[src/rtl/mem_wb_pkg.sv]
// Shared types and the load-extraction helper for the MEM->WB pipeline stage.
// Optional feature macro used by this slice: MEM_WB_PIPE_PERF_EN.
package mem_wb_pkg;

  typedef enum logic [2:0] {
    LB  = 3'd0,
    LBU = 3'd1,
    LH  = 3'd2,
    LHU = 3'd3,
    LW  = 3'd4,
    LWU = 3'd5,
    LD  = 3'd6
  } ld_type_e;

  // Default-width view of a retiring entry for consumers outside the stage.
  localparam int WB_DATA_W = 64;
  localparam int WB_RA_W   = 5;

  typedef struct packed {
    logic                 we;
    logic [WB_RA_W-1:0]   rd;
    logic [WB_DATA_W-1:0] wdata;
  } wb_entry_t;

  // Extract a load result from a memory word (zero-extended to 64 bits).
  // Half/word lanes are aligned down to the access size. On a 32-bit
  // datapath (is64 = 0) LWU and LD collapse to LW.
  function automatic logic [63:0] load_extract(
    input logic [63:0] data,
    input logic [2:0]  off,
    input ld_type_e    ld_type,
    input logic        is64
  );
    logic [7:0]  b;
    logic [15:0] h;
    logic [31:0] w;
    logic [63:0] res;
    b = 8'(data >> {off, 3'b000});
    h = 16'(data >> {off[2:1], 4'b0000});
    w = 32'(data >> {off[2], 5'b00000});
    case (ld_type)
      LB:      res = {{56{b[7]}}, b};
      LBU:     res = {56'd0, b};
      LH:      res = {{48{h[15]}}, h};
      LHU:     res = {48'd0, h};
      LW:      res = {{32{w[31]}}, w};
      LWU:     res = is64 ? {32'd0, w} : {{32{w[31]}}, w};
      LD:      res = is64 ? data : {{32{w[31]}}, w};
      default: res = data;
    endcase
    return res;
  endfunction

endpackage

[src/rtl/mem_wb_load_align.sv]
// Combinational load byte/half/word extraction with sign/zero extension.
module mem_wb_load_align
  import mem_wb_pkg::*;
#(
  parameter int DATA_W = 32,
  localparam int OFF_W = $clog2(DATA_W / 8)
) (
  input  logic [DATA_W-1:0] data_i,
  input  logic [OFF_W-1:0]  off_i,
  input  ld_type_e          ld_type_i,
  output logic [DATA_W-1:0] data_o
);

  assign data_o = DATA_W'(load_extract(64'(data_i), 3'(off_i), ld_type_i, (DATA_W == 64)));

endmodule

[src/rtl/mem_wb_pipe.sv]
// MEM->WB pipeline stage: valid/ready on both sides with a head + skid
// register pair, synchronous flush, load extraction, link/r0 resolution.
// Write data is resolved at capture so every wb_* output is a register read.
// Optional feature macro: MEM_WB_PIPE_PERF_EN (perf_retired / perf_stall).
module mem_wb_pipe
  import mem_wb_pkg::*;
#(
  parameter int DATA_W   = 32,
  parameter int RA_W     = 5,
  parameter int LINK_REG = 31
) (
  input  logic              clk,
  input  logic              reset_n,
  input  logic              flush,
  input  logic              in_valid,
  output logic              in_ready,
  input  logic [DATA_W-1:0] in_mem_data,
  input  logic [DATA_W-1:0] in_alu_result,
  input  logic [RA_W-1:0]   in_rd,
  input  logic              in_reg_write,
  input  logic              in_mem_to_reg,
  input  logic [2:0]        in_ld_type,
  input  logic              in_link,
  input  logic [DATA_W-1:0] in_pc_plus4,
  output logic              wb_valid,
  input  logic              wb_ready,
  output logic              wb_we,
  output logic [RA_W-1:0]   wb_rd,
  output logic [DATA_W-1:0] wb_wdata
`ifdef MEM_WB_PIPE_PERF_EN
  ,
  output logic [31:0]       perf_retired,
  output logic [31:0]       perf_stall
`endif
);

  localparam int OFF_W = $clog2(DATA_W / 8);

  typedef struct packed {
    logic              we;
    logic [RA_W-1:0]   rd;
    logic [DATA_W-1:0] wdata;
  } entry_t;

  entry_t            head_q, head_d, skid_q, skid_d, cap_s;
  logic              head_v_q, head_v_d, skid_v_q, skid_v_d, in_ready_q;
  logic [DATA_W-1:0] load_data_s;
  logic [RA_W-1:0]   rd_final_s;
  logic              acc_s, head_free_s;

  mem_wb_load_align #(.DATA_W(DATA_W)) u_align (
    .data_i    (in_mem_data),
    .off_i     (in_alu_result[OFF_W-1:0]),
    .ld_type_i (ld_type_e'(in_ld_type)),
    .data_o    (load_data_s)
  );

  // Incoming flush kills the input; the head can be refilled when empty or leaving.
  assign acc_s       = in_valid & in_ready_q & ~flush;
  assign head_free_s = ~head_v_q | wb_ready;

  // Resolve destination, write enable and write data of the offered instruction.
  always_comb begin
    rd_final_s = in_link ? RA_W'(LINK_REG) : in_rd;
    cap_s.rd   = rd_final_s;
    cap_s.we   = (in_reg_write | in_link) & (rd_final_s != {RA_W{1'b0}});
    if (in_link) begin
      cap_s.wdata = in_pc_plus4;
    end else if (in_mem_to_reg) begin
      cap_s.wdata = load_data_s;
    end else begin
      cap_s.wdata = in_alu_result;
    end
  end

  // Head/skid next state: flush first, then skid->head before new input to keep order.
  always_comb begin
    head_d   = head_q;
    head_v_d = head_v_q;
    skid_d   = skid_q;
    skid_v_d = skid_v_q;
    if (flush) begin
      head_v_d = 1'b0;
      skid_v_d = 1'b0;
    end else if (head_free_s) begin
      if (skid_v_q) begin
        head_d   = skid_q;
        head_v_d = 1'b1;
        skid_v_d = acc_s;
        if (acc_s) begin
          skid_d = cap_s;
        end else begin
          skid_d = skid_q;
        end
      end else begin
        head_v_d = acc_s;
        if (acc_s) begin
          head_d = cap_s;
        end else begin
          head_d = head_q;
        end
      end
    end else begin
      if (acc_s) begin
        skid_d   = cap_s;
        skid_v_d = 1'b1;
      end else begin
        skid_v_d = skid_v_q;
      end
    end
    // An empty head never advertises a write.
    if (!head_v_d) begin
      head_d.we = 1'b0;
    end else begin
      head_d.we = head_d.we;
    end
  end

  // Stage registers; in_ready is the registered complement of the next skid valid.
  always_ff @(posedge clk or negedge reset_n) begin
    if (!reset_n) begin
      head_q     <= '{we: 1'b0, rd: {RA_W{1'b0}}, wdata: {DATA_W{1'b0}}};
      skid_q     <= '{we: 1'b0, rd: {RA_W{1'b0}}, wdata: {DATA_W{1'b0}}};
      head_v_q   <= 1'b0;
      skid_v_q   <= 1'b0;
      in_ready_q <= 1'b0;
    end else begin
      head_q     <= head_d;
      skid_q     <= skid_d;
      head_v_q   <= head_v_d;
      skid_v_q   <= skid_v_d;
      in_ready_q <= ~skid_v_d;
    end
  end

  assign in_ready = in_ready_q;
  assign wb_valid = head_v_q;
  assign wb_we    = head_q.we;
  assign wb_rd    = head_q.rd;
  assign wb_wdata = head_q.wdata;

`ifdef MEM_WB_PIPE_PERF_EN
  logic [31:0] perf_retired_q, perf_stall_q;

  // Free-running retire/stall counters; survive flush, wrap naturally.
  always_ff @(posedge clk or negedge reset_n) begin
    if (!reset_n) begin
      perf_retired_q <= 32'd0;
      perf_stall_q   <= 32'd0;
    end else begin
      if (head_q.we & wb_ready & ~flush) begin
        perf_retired_q <= perf_retired_q + 32'd1;
      end
      if (head_v_q & ~wb_ready) begin
        perf_stall_q <= perf_stall_q + 32'd1;
      end
    end
  end

  assign perf_retired = perf_retired_q;
  assign perf_stall   = perf_stall_q;
`endif

endmodule

[config.mk]
export PLATFORM = sky130hd
export DESIGN_NAME = mem_wb_pipe
export DESIGN_NICKNAME = d
export VERILOG_FILES = /design/src/rtl/mem_wb_pkg.sv /design/src/rtl/mem_wb_load_align.sv /design/src/rtl/mem_wb_pipe.sv
export SDC_FILE = /design/constraint.sdc
export NUM_CORES = 1
export LEC_CHECK = 0
export ABC_AREA = 0
export ABC_CLOCK_PERIOD_IN_PS = 2400
export BUFFER_PORTS_ARGS = -buffer_cell sky130_fd_sc_hd__buf_2
export CORE_MARGIN = 2
export CORE_UTILIZATION = 52
export DETAILED_ROUTE_END_ITERATION = 8
export PLACE_DENSITY = 0.88
export SYNTH_ARGS = -nofsm -noshare
export SYNTH_HDL_FRONTEND = slang
export SYNTH_SLANG_ARGS = --single-unit
[constraint.sdc]
create_clock -name clk -period 2.4 [get_ports clk]
set_clock_uncertainty 0.2 [all_clocks]
set_input_delay 0.12 -clock clk [delete_from_list [all_inputs] [get_ports clk]]
set_output_delay 0.12 -clock clk [all_outputs]
set_load 0.01 [all_outputs]
==> results of run 1 <==
-- cell usage after synthesis, types with 8 or more instances --
master,instances,area share
nor2_1,88,0.068
dfrtp_1,79,0.41
nand2_1,69,0.054
clkbuf_1,34,0.026
o21ai_0,29,0.030
a21oi_1,22,0.023
inv_1,20,0.016
a31oi_1,19,0.025
a211o_1,17,0.031
a211oi_1,15,0.023
buf_2,15,0.016
a41o_1,12,0.025
o22ai_1,12,0.016
nand2b_1,11,0.014
a41oi_1,10,0.018
mux2i_1,8,0.017
o221ai_1,8,0.015
-- metal layers --
metal / track usage / part of all wire
met5: 0 / 0
met1: 0.441 / 0.40
met4: 0.131 / 0.038
met2: 0.564 / 0.49
met3: 0.0571 / 0.073
-- cell families after synthesis --
logic type             synth area share
AOI/OAI and AO/OA                 0.296
buffers and inverters            0.0623
DFF                               0.410
muxes                            0.0236
and+or+nand+nor                   0.208
-- how the worst max path moves through the flow --
stage	to	slack [ns]	start	cells past startpoint
3_3_place_gp	wb_wdata[30]	0.08	wb_valid	5
4_1_cts	wb_wdata[31]	0.003	wb_valid	5
6_report	wb_wdata[31]	0.22	wb_valid	5
5_1_grt	wb_wdata[31]	0.07	wb_valid	5
2_1_floorplan	wb_wdata[28]	0.50	wb_valid	5
3_5_place_dp	wb_wdata[31]	0.04	wb_valid	5
-- cell type report --
type,count,area [um^2]
clock buffers,9,124
multi-input cells,425,2570
inverters,20,75.1
repair buffers,211,1320
flip-flops and latches,79,1980
clock inverters,7,103
fillers,737,2810
well taps,111,139
-- worst max-delay path: stages (launching register included) --
cell and delay [ns]:
dfrtp_1 0.38, nor2b_2 0.45, or3_1 0.18, buf_4 0.35, nor2_1 0.15, a221o_1 0.33
-- registers in the layout (all words and copies together) (netlist names) --
signal and count:
skid_q 38, wb_wdata 32, wb_rd 5, in_ready 1
skid_v_q 1, wb_valid 1, wb_we 1
-- power by group --
group          total (mW)  switching, mW  leakage [nW]  internal, mW
clock                1.16          0.560         0.116         0.602
combinational        1.19          0.654          1.86         0.534
sequential           1.87          0.200         0.932          1.67
total                4.22           1.41          2.91          2.80
-- layout by cell type (no fill, tap or decap), drive strengths merged, types with 8 or more instances in the layout --
| master | n |
|---|---|
| buf | 172 |
| nor2 | 88 |
| dfrtp | 79 |
| nand2 | 71 |
| dlygate4sd3 | 39 |
| o21ai | 29 |
| inv | 23 |
| a21oi | 22 |
| a31oi | 19 |
| a211o | 17 |
| a211oi | 15 |
| a41o | 12 |
| o22ai | 12 |
| nand2b | 11 |
| a41oi | 10 |
| clkbuf | 9 |
| mux2i | 8 |
| o221ai | 8 |
-- what timing repair did --
action / in CTS / in global routing
gates resized for setup: 0 / 1
hold buffers: 39 / 0
hold endpoints to repair: 127 / 0
setup endpoints to repair: 0 / 10
-- per-stage QoR --
step                setup slack [ns]  hold slack (ns)
CTS                          0.00339          0.00116
floorplan                      0.497           -0.376
detailed placement            0.0378          -0.0948
global route                  0.0697           0.0417
global placement              0.0846          -0.0995
finish                         0.225           0.0211
==> impl_metrics.json, run 1 <==
{
  "nets": 858,
  "yosysWarnings": 0,
  "clockRootBuffer": "clkbuf_8",
  "core-area_um2": 9110,
  "p_per_area_nw_per_um2": 669,
  "syn_area_per_cell_um2": 8.37,
  "synth_nets": 688,
  "setup_viol": 0,
  "antenna_found_initial": 0,
  "vias_per_cell": 6.31,
  "vias": 5437,
  "die_h_um": 100,
  "peakVddDrop_v": 0.000501,
  "synthCells": 576,
  "worstPathArrival_ns": 2.20,
  "cts_max_level": 3,
  "clock_sinks": 79,
  "post_cts_buffers": 0,
  "r2r.worst_path.cells": 5,
  "grtUsageTotal": 0.338,
  "final_core_util": 0.692,
  "wirelength_um": 16800,
  "start_kind": "register",
  "rsz0062_at_grt": "false",
  "die_area_um2": 10100,
  "grt_start_max_net_pins": 50,
  "hold_path.startpoint": "flush",
  "die_x_um": 100,
  "crit_type": "register to register",
  "synth_seq_area_share": 0.410,
  "fin_crit_ns": 2.18,
  "n_antenna_cell": 0,
  "syn_area_um2": 4820,
  "status": "finished, final reports clean",
  "drtIter0Drc": 378,
  "routabilityCongestion": 0.982,
  "area_growth_pct": 30.7,
  "final-max-slew-violation-count": 0,
  "grt_pass1_wl_um": 26700,
  "power.leakage_nw": 2.91,
  "worst_slew_pin_slew_ns": 0.813,
  "synth_cell_types": 53,
  "hold_path_class": "input pin to register",
  "r2r_setup_slack_ns": 0.22,
  "dr.pass1.iters": 5,
  "drcViolationCount": 0,
  "crit_fanout": 35,
  "fin_tns_setup_ns": 0,
  "place_area_um2": 5680,
  "design_area_um2": 6300,
  "grt-ovfl-total": 0,
  "cts_buffers": 9,
  "cts_buffer_depth": 2,
  "synth-seq-cells": 79,
  "place_inst": 807,
  "clock_latency_ns": 0.34,
  "r2r_start": "wb_valid",
  "max_slew_margin": 0.457,
  "cts_tree": "built",
  "synth_edf_count": 0,
  "instances_no_fill": 862,
  "start_util": 0.530,
  "p_total_mw": 4.22,
  "hpwl_um": 11600,
  "clkTransAtPathRegs_ns": 0.09,
  "grt_pass1_vias": 5292,
  "hold_viol_final": 0,
  "drive_gt1_frac": 0.262,
  "rows": 35,
  "clock.fmax_mhz": 460,
  "period_share": 0.906,
  "rr_endpoint": "wb_wdata[31]",
  "portBuffers": 151,
  "drv_cap": 0,
  "hold-path-cell-count": 2,
  "hold-path-endpoint": "wb_valid",
  "required_ns": 2.42,
  "io_pins": 152,
  "synth_ff_type": "dfrtp_1",
  "synth-async-reset-ratio": 1.00,
  "ant_nets": 0,
  "crit_path_end_kind": "register",
  "routedWlPerCell_um": 19.4
}
No activity file was read; power rests on OpenSTA's default activity.
==> run 2: changes to the inputs <==
Settings changed: ABC_CLOCK_PERIOD_IN_PS 2400 to 2000, CORE_UTILIZATION 52 to 47, PLACE_DENSITY 0.88 to 0.84.
Clock period 2.4 ns to 2 ns, I/O delays scaled along.
==> run 2 against run 1 <==
  * Setup slack got worse by 0.14 ns
  * Non-clock buffer count rose by 16
  * Clock power rose by 10%
  * Flip-flop and latch count did not move
  * Worst hold slack got worse by 0.0082 ns
  * Count of clock-buffer cells in the layout rose by 2
  * Critical path depth did not move
  * Total power rose by 18%
  * Die area rose by 10%
  * Combinational power rose by 23%
  * Sequential power rose by 20%
  * Final area rose by 3.3%
==> impl_metrics.json, run 2 (synthesis gave the netlist of run 1 again) <==
{
  "status": "finished, final reports clean",
  "grtUsageTotal": 0.319,
  "clockRootBuffer": "clkbuf_8",
  "hold_path.startpoint": "in_mem_data[13]",
  "hold-path-endpoint": "skid_q[13]",
  "design_area_um2": 6510,
  "fin_crit_ns": 1.92,
  "max_slew_margin": 0.548,
  "drv_cap": 0,
  "routedWlPerCell_um": 19.3,
  "core-area_um2": 9860,
  "largest_reg_flops": 38,
  "cts_tree": "built",
  "wirelength_um": 17400,
  "drive_gt1_frac": 0.270,
  "drtIter0Drc": 524,
  "clkPwrFrac": 0.258,
  "critPathMaxStageDelay_ns": 0.41,
  "io_pins": 152,
  "worst_slew_pin_slew_ns": 0.678,
  "fillers": 801,
  "hold_path_class": "input pin to register",
  "worstPathArrival_ns": 1.94,
  "critical_path.slowest_cell": "or3_1",
  "crit_type": "register to register",
  "routabilityCongestion": 0.964,
  "clock_sinks": 79,
  "final-max-slew-violation-count": 0,
  "pwr-share-comb": 0.292,
  "start_util": 0.489,
  "place_area_um2": 5810,
  "antenna_found_initial": 2,
  "nets": 874,
  "whs_ns": 0.0129,
  "post_cts_buffers": 0,
  "area_growth_pct": 35.0,
  "vias": 5525,
  "p_per_area_nw_per_um2": 765,
  "p_total_mw": 4.99,
  "period_share": 0.959,
  "rr_endpoint": "wb_wdata[6]",
  "grt-ovfl-total": 0,
  "p_sw_mw": 1.67,
  "grt_pass1_vias": 5403,
  "cts_max_level": 3,
  "r2r_setup_slack_ns": 0.08,
  "path_cells": "nor2b_1 > or3_1 > buf_4 > a311oi_1 > nor3_1",
  "crit_path_end_kind": "register",
  "peakVddDrop_v": 0.000441,
  "cts_buffer_depth": 2,
  "grt_start_max_net_pins": 55,
  "final_cell_mix": "buf_2 (150), nor2_1 (87), dfrtp_1 (79)",
  "rsz0062_at_grt": "true",
  "p_sw_frac": 0.334,
  "dr.pass1.iters": 5,
  "crit_fanout": 21,
  "rows": 36,
  "clkTransAtPathRegs_ns": 0.09,
  "hold_viol_final": 0,
  "cts_buffers": 9,
  "fin_tns_setup_ns": 0,
  "r2r_start": "wb_valid",
  "p_int_mw": 3.32,
  "hpwl_um": 12200,
  "regMostFlops": "skid_q",
  "die_area_um2": 11100,
  "power_frac_seq": 0.450,
  "required_ns": 2.03,
  "clock_latency_ns": 0.35,
  "r2r.worst_path.cells": 5,
  "setup_viol": 0,
  "die_x_um": 105,
  "portBuffers": 151,
  "power.leakage_nw": 2.99,
  "hold-path-cell-count": 3,
  "crit_start": "wb_valid",
  "grt_pass1_wl_um": 28000,
  "drcViolationCount": 0,
  "clock.fmax_mhz": 521,
  "die_h_um": 105,
  "layout_commonest_cell": "buf_2",
  "vias_per_cell": 6.13,
  "ant_nets": 0,
  "start_kind": "register"
}
run 2: changes by cell type in the layout (fill, tap and decap cells not counted), sizes merged:
cell,previous run,this run
buf,172,180
dlygate4sd3,39,47
clkbuf,9,11
diode,0,2
bufinv,2,1
clkinv,2,1
run 2: worst max-delay path by stage:
stage / end / slack (ns)
2_1_floorplan: wb_wdata[28] / 0.1
3_3_place_gp: wb_wdata[3] / -0.06
3_5_place_dp: wb_wdata[3] / -0.08
4_1_cts: wb_wdata[1] / 0.03
5_1_grt: wb_wdata[1] / -0.003
6_report: wb_wdata[6] / 0.08
run 2: routing by layer:
layer / track usage / vias to the layer above / share of wire
met2: 0.518 / 353 / 0.48
met4: 0.103 / 2 / 0.028
met3: 0.0742 / 49 / 0.10
met1: 0.421 / 2609 / 0.39
met5: 0 / - / 0.00080
li1: - / 2512 / -
run 2: what timing repair did:
item                       4_1_cts  5_1_grt
hold endpoints to repair       109        0
setup endpoints to repair        0       11
hold buffers                    47        0
gates resized for setup          0        3
run 2: area by class of cell:
type	count	area, um^2	share of cell area
Sequential cell	79	1980	0.303
Inverter	20	75.1	0.0115
Antenna cell	2	5.00	0.000768
Clock buffer	11	151	0.0232
Timing Repair Buffer	227	1500	0.230
Multi-Input combinational cell	425	2580	0.396
Tap cell	133	166	0.0255
Clock inverter	5	61.3	0.00941
run 2: worst max-delay path, delay by kind of cell, from the launching register on:
| family | cells | cell delay [ns] |
|---|---|---|
| flip-flops | 1 | 0.39 |
| AND/OR/NAND/NOR | 3 | 0.65 |
| buffers and inverters | 1 | 0.26 |
| AO/OA/AOI/OAI | 1 | 0.31 |
run 2: through the flow:
stage / worst slack, ns / utilization / cells
3_5_place_dp: -0.0767 / 0.589 / 837
6_report: 0.0819 / 0.660 / 902
3_3_place_gp: -0.0594 / 0.589 / 837
5_1_grt: -0.00266 / 0.660 / 900
4_1_cts: 0.0283 / 0.658 / 900
2_1_floorplan: 0.0967 / - / 576
run 2: power by group through the flow:
stage	Clock [mW]	Sequential [mW]	Combinational, mW
after floorplan	0	2.28	0.721
after global placement	0	2.24	1.32
after detailed placement	0	2.26	1.36
after CTS	1.30	2.23	1.44
after global routing	1.38	2.29	1.60
final	1.28	2.24	1.46
==> run 3: changes to the inputs <==
Settings changed: HOLD_SLACK_MARGIN from default to 0.05.
==> run 3 against run 2 <==
  * Flip-flop and latch count unchanged
  * Global-route usage increased by 0.70 points
  * Critical endpoint is now wb_wdata[1]
  * Routed wire length increased by 4.6%
  * Register-to-register slack got worse by 0.05 ns
==> impl_metrics.json, run 3 (synthesis gave the netlist of run 1 again) <==
{
  "status": "finished, final reports clean",
  "crit_path_end_kind": "register",
  "clock_sinks": 79,
  "worstPathArrival_ns": 1.99,
  "drv_cap": 0,
  "die_area_um2": 11100,
  "die_x_um": 105,
  "path_cells": "nor2b_1 > or3_1 > buf_4 > o41ai_2 > nor3_1",
  "core-area_um2": 9860,
  "cts_max_level": 3,
  "routedWlPerCell_um": 19.9,
  "start_kind": "register",
  "crit_type": "register to register",
  "max_slew_margin": 0.544,
  "portBuffers": 151,
  "grt_start_max_net_pins": 55,
  "routabilityCongestion": 0.964,
  "die_h_um": 105,
  "setup_viol": 0,
  "wirelength_um": 18200,
  "cts_buffers": 9,
  "worst_slew_pin_slew_ns": 0.684,
  "area_growth_pct": 38.5,
  "whs_ns": 0.0663,
  "dr.pass1.iters": 6,
  "start_util": 0.489,
  "layout_commonest_cell": "buf_2",
  "clockRootBuffer": "clkbuf_8",
  "largest_reg_flops": 38,
  "p_total_mw": 5.04,
  "clock.fmax_mhz": 509,
  "final-max-slew-violation-count": 0,
  "critical_path.top_delay_family": "simple AND/OR/NAND/NOR gates",
  "drive_gt1_frac": 0.267,
  "rsz0062_at_grt": "true",
  "peakVddDrop_v": 0.000443,
  "grt-ovfl-total": 0,
  "final_cell_mix": "buf_2 (150), nor2_1 (87), dfrtp_1 (79)",
  "vias_per_cell": 6.19,
  "period_share": 0.983,
  "fin_crit_ns": 1.97,
  "io_pins": 152,
  "grt_pass1_vias": 5550,
  "cts_buffer_depth": 2,
  "hpwl_um": 12200,
  "p_per_area_nw_per_um2": 754,
  "hold_path_class": "input pin to register",
  "regMostFlops": "skid_q",
  "hold_viol_final": 0,
  "required_ns": 2.02,
  "grt_pass1_wl_um": 28700,
  "antenna_found_initial": 1,
  "critPathMaxStageDelay_ns": 0.41,
  "critical_path.slowest_cell": "or3_1",
  "ant_nets": 0,
  "cp_num_buf_inv": 1,
  "vias": 5680,
  "drcViolationCount": 0,
  "clock_latency_ns": 0.35,
  "grtUsageTotal": 0.326,
  "clkTransAtPathRegs_ns": 0.09,
  "power.leakage_nw": 3.06,
  "rows": 36,
  "nets": 889,
  "crit_fanout": 21,
  "cts_tree": "built",
  "drtIter0Drc": 524
}
[run 3: cell types whose count changed in the layout (fill, tap and decap cells not counted)]
cell | before | now
clkbuf_16 | 0 | 1
buf_6 | 0 | 1
dlygate4sd3_1 | 47 | 60
[run 3: per-stage QoR]
stage | util | cell area [um^2] | TNS [ns] | cells | worst slack, ns
4_1_cts | 0.671 | 6620 | 0 | 913 | 0.0283
5_1_grt | 0.677 | 6680 | -0.0212 | 915 | -0.0133
2_1_floorplan | - | 4820 | 0 | 576 | 0.0967
3_3_place_gp | 0.589 | 5810 | -0.0991 | 837 | -0.0594
6_report | 0.677 | 6680 | 0 | 917 | 0.0344
3_5_place_dp | 0.589 | 5810 | -0.206 | 837 | -0.0767
[run 3: what timing repair did]
action,4_1_cts,5_1_grt
hold buffers,60,0
setup buffers,0,1
endpoints found under the setup margin,0,15
hold endpoints to repair,152,0
resized for setup,0,4
[run 3: final cells by class]
class                           count  area [um^2]
Clock inverter                      5         61.3
Timing Repair Buffer              242         1660
Fill cell                         774         3180
Antenna cell                        2         5.00
Multi-Input combinational cell    425         2580
Inverter                           20         75.1
Clock buffer                       11          151
Sequential cell                    79         1980
Tap cell                          133          166
[run 3: layer usage]
metal,track usage,vias to the layer above,part of all wire
met5,0,-,0
li1,-,2539,-
met1,0.423,2708,0.39
met4,0.115,0,0.031
met2,0.533,372,0.48
met3,0.0754,61,0.10
[run 3: path summary, 6_finish.rpt]
check / endpoint / cells after the start / slack [ns] / start
setup / recovery: wb_wdata[1] / 5 / 0.03 / wb_valid
max in group asynchronous: skid_q[23] / 3 / 0.89 / reset_n
setup reg to reg: wb_wdata[1] / 5 / 0.03 / wb_valid
hold / removal: skid_q[18] / 5 / 0.07 / in_alu_result[18]
hold reg to reg: skid_q[15] / 2 / 0.29 / skid_q[15]
min in group asynchronous: wb_wdata[11] / 2 / 0.09 / reset_n
[run 3: worst reg2reg max path, cell delays in order (launching register included)]
cell,delay (ns)
dfrtp_1,0.40
nor2b_1,0.15
or3_1,0.41
buf_4,0.26
o41ai_2,0.32
nor3_1,0.11
[run 3: report_power, final]
group	total (mW)	switching [mW]	leakage [nW]	internal, mW
Sequential	2.24	0.244	0.932	2.00
Combinational	1.50	0.811	2.02	0.686
Clock	1.30	0.639	0.111	0.657
